[src/rtl/c1541_pkg.sv]
// rtl/c1541_pkg.sv - shared types and constants for the c1541 SD channel arbiter
package c1541_pkg;

  localparam int SD_LBA_W = 32;

  typedef enum logic [1:0] {
    ST_IDLE = 2'd0,
    ST_REQ  = 2'd1,
    ST_XFER = 2'd2,
    ST_REL  = 2'd3
  } state_t;

  typedef enum logic {
    OP_RD = 1'b0,
    OP_WR = 1'b1
  } op_t;

endpackage

[src/rtl/c1541_rr_pick.sv]
// rtl/c1541_rr_pick.sv - combinational round-robin first-set finder
module c1541_rr_pick #(
  parameter int NDRV = 4
) (
  input  logic [NDRV-1:0] req,
  input  logic [1:0]      ptr,
  output logic [1:0]      gnt_idx,
  output logic            any
);

  // Scan offsets from farthest to nearest so the nearest set bit at or after ptr wins.
  always_comb begin
    gnt_idx = 2'd0;
    for (int k = NDRV - 1; k >= 0; k--) begin
      for (int c = 0; c < NDRV; c++) begin
        if (req[c] && (c == ((int'(ptr) + k) % NDRV))) begin
          gnt_idx = 2'(c);
        end
      end
    end
  end

  assign any = |req;

endmodule

[src/rtl/c1541_sd_arbiter.sv]
// rtl/c1541_sd_arbiter.sv - round-robin share of one SD block channel among NDRV drives (watchdog: SD_ARB_TIMEOUT_EN)
module c1541_sd_arbiter
  import c1541_pkg::*;
#(
  parameter int NDRV    = 4,
  parameter int TIMEOUT = 2**24
) (
  input  logic                   clk_sys,
  input  logic                   reset,
  input  logic [NDRV*32-1:0]     drv_lba,
  input  logic [NDRV-1:0]        drv_rd,
  input  logic [NDRV-1:0]        drv_wr,
  output logic [NDRV-1:0]        drv_ack,
  input  logic [NDRV*8-1:0]      drv_buff_din,
  output logic [NDRV-1:0]        drv_buff_wr,
  output logic [SD_LBA_W-1:0]    sd_lba,
  output logic                   sd_rd,
  output logic                   sd_wr,
  input  logic                   sd_ack,
  input  logic                   sd_buff_wr,
  output logic [7:0]             sd_buff_din,
  output logic [1:0]             grant_id,
  output logic                   busy,
  output logic                   timeout_err
);

  state_t                state_q, state_d;
  op_t                   op_q, op_d;
  logic [1:0]            grant_q, grant_d;
  logic [1:0]            rr_ptr_q, rr_ptr_d;
  logic [SD_LBA_W-1:0]   lba_q, lba_d;
  logic                  sd_rd_q, sd_rd_d;
  logic                  sd_wr_q, sd_wr_d;
  logic [NDRV-1:0]       drv_ack_q, drv_ack_d;
  logic                  timeout_err_q, timeout_err_d;

  logic [1:0]            pick_idx;
  logic                  pick_any;
  logic [SD_LBA_W-1:0]   pick_lba;
  logic                  pick_wr;
  logic                  g_rd, g_wr;
  logic [7:0]            g_din;
  logic                  req_live;
  logic [1:0]            ptr_next;

`ifdef SD_ARB_TIMEOUT_EN
  localparam logic [23:0] TO_LAST = 24'(TIMEOUT - 1);
  logic [23:0]           cnt_q, cnt_d;
`else
  // TIMEOUT only matters when the watchdog is built in.
  logic                  unused_timeout;
  assign unused_timeout = ^TIMEOUT;
`endif

  c1541_rr_pick #(.NDRV(NDRV)) u_pick (
    .req     (drv_rd | drv_wr),
    .ptr     (rr_ptr_q),
    .gnt_idx (pick_idx),
    .any     (pick_any)
  );

  // Per-drive field selection for the candidate in IDLE and for the latched grant.
  always_comb begin
    pick_lba = '0;
    pick_wr  = 1'b0;
    g_rd     = 1'b0;
    g_wr     = 1'b0;
    g_din    = 8'd0;
    for (int i = 0; i < NDRV; i++) begin
      if (2'(i) == pick_idx) begin
        pick_lba = drv_lba[32*i +: 32];
        pick_wr  = drv_wr[i];
      end
      if (2'(i) == grant_q) begin
        g_rd  = drv_rd[i];
        g_wr  = drv_wr[i];
        g_din = drv_buff_din[8*i +: 8];
      end
    end
  end

  // The request that earned the grant must stay up until the host acks.
  assign req_live = (op_q == OP_WR) ? g_wr : g_rd;
  assign ptr_next = (grant_q == 2'(NDRV - 1)) ? 2'd0 : grant_q + 2'd1;

  // Next-state and registered-output logic for the IDLE/REQ/XFER/REL sequence.
  always_comb begin
    state_d       = state_q;
    op_d          = op_q;
    grant_d       = grant_q;
    rr_ptr_d      = rr_ptr_q;
    lba_d         = lba_q;
    sd_rd_d       = sd_rd_q;
    sd_wr_d       = sd_wr_q;
    drv_ack_d     = drv_ack_q;
    timeout_err_d = 1'b0;
`ifdef SD_ARB_TIMEOUT_EN
    cnt_d         = cnt_q;
`endif
    case (state_q)
      ST_IDLE: begin
        if (pick_any) begin
          grant_d = pick_idx;
          lba_d   = pick_lba;
          op_d    = pick_wr ? OP_WR : OP_RD;
          sd_wr_d = pick_wr;
          sd_rd_d = ~pick_wr;
          state_d = ST_REQ;
`ifdef SD_ARB_TIMEOUT_EN
          cnt_d   = 24'd0;
`endif
        end
      end
      ST_REQ: begin
        if (sd_ack) begin
          sd_rd_d   = 1'b0;
          sd_wr_d   = 1'b0;
          drv_ack_d = '0;
          for (int i = 0; i < NDRV; i++) begin
            if (2'(i) == grant_q) drv_ack_d[i] = 1'b1;
          end
          state_d   = ST_XFER;
        end else if (!req_live) begin
          sd_rd_d = 1'b0;
          sd_wr_d = 1'b0;
          state_d = ST_IDLE;
        end
`ifdef SD_ARB_TIMEOUT_EN
        else if (cnt_q == TO_LAST) begin
          sd_rd_d       = 1'b0;
          sd_wr_d       = 1'b0;
          timeout_err_d = 1'b1;
          rr_ptr_d      = ptr_next;
          state_d       = ST_IDLE;
        end else begin
          cnt_d = cnt_q + 24'd1;
        end
`endif
      end
      ST_XFER: begin
        sd_rd_d = 1'b0;
        sd_wr_d = 1'b0;
        if (!sd_ack) begin
          drv_ack_d = '0;
          rr_ptr_d  = ptr_next;
          state_d   = ST_REL;
        end
      end
      default: begin
        state_d = ST_IDLE;
      end
    endcase
  end

  // State and output registers; reset drops every strobe and ack immediately.
  always_ff @(posedge clk_sys or posedge reset) begin
    if (reset) begin
      state_q       <= ST_IDLE;
      op_q          <= OP_RD;
      grant_q       <= 2'd0;
      rr_ptr_q      <= 2'd0;
      lba_q         <= '0;
      sd_rd_q       <= 1'b0;
      sd_wr_q       <= 1'b0;
      drv_ack_q     <= '0;
      timeout_err_q <= 1'b0;
`ifdef SD_ARB_TIMEOUT_EN
      cnt_q         <= 24'd0;
`endif
    end else begin
      state_q       <= state_d;
      op_q          <= op_d;
      grant_q       <= grant_d;
      rr_ptr_q      <= rr_ptr_d;
      lba_q         <= lba_d;
      sd_rd_q       <= sd_rd_d;
      sd_wr_q       <= sd_wr_d;
      drv_ack_q     <= drv_ack_d;
      timeout_err_q <= timeout_err_d;
`ifdef SD_ARB_TIMEOUT_EN
      cnt_q         <= cnt_d;
`endif
    end
  end

  // Buffer strobes reach only the granted drive, and only while data is moving.
  always_comb begin
    drv_buff_wr = '0;
    for (int i = 0; i < NDRV; i++) begin
      drv_buff_wr[i] = (state_q == ST_XFER) && (2'(i) == grant_q) && sd_buff_wr;
    end
  end

  assign sd_buff_din = (state_q == ST_XFER) ? g_din : 8'd0;
  assign sd_lba      = lba_q;
  assign sd_rd       = sd_rd_q;
  assign sd_wr       = sd_wr_q;
  assign drv_ack     = drv_ack_q;
  assign grant_id    = grant_q;
  assign busy        = (state_q != ST_IDLE);
`ifdef SD_ARB_TIMEOUT_EN
  assign timeout_err = timeout_err_q;
`else
  assign timeout_err = 1'b0;
`endif

endmodule

[config.mk]
export PLATFORM = sky130hd
export DESIGN_NAME = c1541_sd_arbiter
export DESIGN_NICKNAME = d
export VERILOG_FILES = /design/src/rtl/c1541_pkg.sv /design/src/rtl/c1541_rr_pick.sv /design/src/rtl/c1541_sd_arbiter.sv
export SDC_FILE = /design/constraint.sdc
export NUM_CORES = 1
export LEC_CHECK = 0
export BUFFER_PORTS_ARGS = -buffer_cell sky130_fd_sc_hd__buf_4
export CAP_MARGIN = 20
export CORE_MARGIN = 3
export CORE_UTILIZATION = 25
export DETAILED_ROUTE_END_ITERATION = 12
export MAX_ROUTING_LAYER = met4
export REMOVE_ABC_BUFFERS = 1
export SYNTH_ARGS = -nofsm -noshare
export SYNTH_HDL_FRONTEND = slang
export SYNTH_SLANG_ARGS = --single-unit
[constraint.sdc]
create_clock -name clk_sys -period 2.57 [get_ports clk_sys]
set_input_delay 0 -clock clk_sys [delete_from_list [all_inputs] [get_ports clk_sys]]
set_output_delay 0 -clock clk_sys [all_outputs]
set_load 0.1 [all_outputs]
==> results.toml <==
[synth]
ys_async_sr_fraction_pct = 100
synthFlopType = "dfrtp_1"
syn_inst = 391
synth_edf_count = 0
yosysSeqAreaShare_pct = 34.3
yosysWarnings = 0
syn_area_mm2 = 0.00328
avgSynthCellArea_um2 = 8.40
synth.distinct_cells = 50
ys_ff_latch = 45

[place]
io_buffers = 224
dp_slack_ns = 0.322
hpwl_mm = 10.0
gp_congestion = 0.889
dpl_cell_area_mm2 = 0.00513

[cts]
clockBufferDepth = 2
tritoncts = "yes"
cts_resized = 0
clkLatencyLatePin_ns = 0.29
path_clk_slew_ns = 0.07
cts-root-buf = "clkbuf_16"
h-tree-depth = 2
cts.sinks = 45
cts_buffers = 5

[grt]
grt_util_all_layers_pct = 17.7
grt-ovfl-total = 0
grt_max_degree = 46
grt_pass1_vias = 4274
antenna_found_initial = 0
grt_pass1_wl_mm = 20.5

[final_layout]
fin_nets = 813
synthToLayoutAreaGrowth_pct = 71.0
antenna_cells = 0
drive_gt1_share_pct = 42.0
fin_util_pct = 44.1
final_cell_area_mm2 = 0.00562

[power_and_ir_drop]
power_density_mw_per_mm2 = 1390
peakVddDrop_uv = 636
p_leak_uw = 0.00266

[setup_path]
start_kind = "flop"
rr_endpoint = "sd_lba[8]"
crit_path_max_incr_delay_ns = 0.73
endpoint_kind = "flop"
r2r-start = "rr_ptr_q[1]"
cp.required_ns = 2.73
rr_worst_depth = 6
crit_fanout = 17
path_cells = "o21bai_1 > a21oi_1 > or3_1 > nor2b_2 > buf_4 > a221oi_1"
critPathArrivalTime_ns = 2.37
crit_type = "reg -> reg"
cpMaxStageDelayCell = "nor2b_2"
ff2ff_setup_slack_ns = 0.36

[route]
wl_met3_mm = 1.10
met1_length_mm = 5.25
dr_wl_met2_mm = 6.87
via_per_inst = 5.16
firstDrtPassIters = 8
wl_per_cell_um = 16.6
num_vias = 4167
drt_iter0_markers = 215
final_antenna_net_count = 0
drt-total-wl_mm = 13.4
drc = 0
highest_layer = "met4"

[timing]
period_needed_ns = 2.21
finClkSkew_ns = 0.00651
post-route-period-util_pct = 86.1
worstMarginPinSlew_ns = 0.865
drv_slew = 0
setup_violations = 0
final.setup.worst_slack_ns = 0.356
fmax_mhz = 452
relSlewSlack_pct = 42.1
hold_viol = 0
grt_setup_unrepaired = "false"

[floorplanning]
initial_core_util_pct = 25.8
core_area_mm2 = 0.0127
io_pins = 226
fp.dieH_um = 121
die_x_um = 121
rows = 41
die-area_mm2 = 0.0145

[flow_run]
drv_cap = 0

[min_path]
hold_path.class = "in -> reg"
whs_path_depth = 3
whs_endpoint = "sd_lba[8]"
min_from = "drv_lba[104]"

[status]
status = "finished, final reports clean"
[worst max-delay path by stage]
stage	from	end	slack [ns]	cells past startpoint
final	rr_ptr_q[1]	sd_lba[8]	0.36	6
after global routing	rr_ptr_q[1]	sd_lba[20]	0.16	6
after CTS	rr_ptr_q[1]	sd_lba[8]	0.31	6
after detailed placement	rr_ptr_q[1]	sd_lba[28]	0.32	6
after global placement	rr_ptr_q[1]	sd_lba[3]	0.37	6
after floorplan	state_q[1]	sd_lba[0]	-0.98	5
[state kept, by name, summed over array words and instances (netlist names)]
name and cells:
drv_ack 4, grant_id 2, op_q 1, rr_ptr_q 2, sd_lba 32, sd_rd 1, sd_wr 1, state_q 2
[power breakdown]
group	total, µW	internal [µW]	switching (µW)
combinational	5810	1630	4180
clock	656	363	293
sequential	1350	1080	269
total	7820	3070	4750
[what timing repair did]
action | 4_1_cts | 5_1_grt
endpoints found under the hold margin | 31 | 16
hold buffers | 31 | 1
buffers inserted | 0 | 0
[cell usage after synthesis (all sizes together) (3+ instances only)]
master / number / area share [%]
and3: 6 / 1.1
nand2: 27 / 3.1
nor3: 6 / 0.91
a211oi: 6 / 1.5
nand3b: 9 / 2.1
or3: 3 / 0.57
clkbuf: 30 / 4.1
o31ai: 3 / 0.69
nor2: 9 / 1.3
buf: 8 / 2.0
a31oi: 4 / 0.76
ha: 7 / 2.7
or2: 4 / 0.76
inv: 42 / 4.8
dfrtp: 45 / 34
nor4: 3 / 0.57
and2: 8 / 1.5
a221oi: 32 / 8.7
o21ai: 17 / 2.6
a222oi: 32 / 9.8
a21oi: 63 / 9.6
[placed cells by master, fill, tap and decap left out, drive strengths merged, types with 2 or more instances in the layout]
master       netlist  routed
a211oi             6       6
a21o               2       2
a21oi             63      63
a221oi            32      32
a222oi            32      32
a31oi              4       4
and2               8       8
and3               6       6
buf                8     242
clkbuf            30       5
dfrtp             45      45
dlygate4sd3        0      32
ha                 7       7
inv               42      43
mux2               2       2
mux2i              2       2
nand2             27      27
nand2b             2       2
nand3              2       2
nand3b             9       9
nor2               9       9
nor2b              2       2
nor3               6       6
nor4               3       3
o21ai             17      17
o21bai             2       2
o31ai              3       3
or2                4       4
or3                3       3
[worst max-delay path: cells and delay by family, from the launching register on]
kind | cells | cell delay [ns]
simple gates | 2 | 0.91
compound gates | 3 | 0.47
flops | 1 | 0.41
buf+inv | 1 | 0.30
[layout make-up]
cell class,instances,area (µm²)
repair buffers,274,2150
well taps,172,215
fillers,1268,7110
flip-flops and latches,45,1130
clock inverters,3,21.3
multi-input cells,266,1820
clock buffers,5,125
inverters,42,158
[per-layer routing]
layer  global-route usage, %  vias up
met5                       -        -
met4                    5.03        0
met3                    2.76       15
met2                    32.6      238
met1                    19.9     1937
li1                        -     1977
[logic make-up after synthesis]
kind of cell / after synthesis / synth area share, %
mux: 4 / 1.30
flops: 45 / 34.3
fa+ha+maj: 7 / 2.67
compound gates: 169 / 36.5
buf+inv: 80 / 10.9
other cells: 1 / 0.114
simple gates: 85 / 14.2
[through the flow]
stage | instances | setup TNS [ns] | total power [µW] | hold slack [ns]
6_report | 807 | 0 | 7820 | 0.00917
5_1_grt | 807 | 0 | 8240 | 0.00729
4_1_cts | 805 | 0 | 7860 | 0.00757
3_5_place_dp | 766 | 0 | 7140 | 0.263
3_3_place_gp | 766 | 0 | 7050 | 0.259
2_1_floorplan | 353 | -33.09 | 5550 | 0.140
Note: power is estimated with default switching activity, not from simulation.
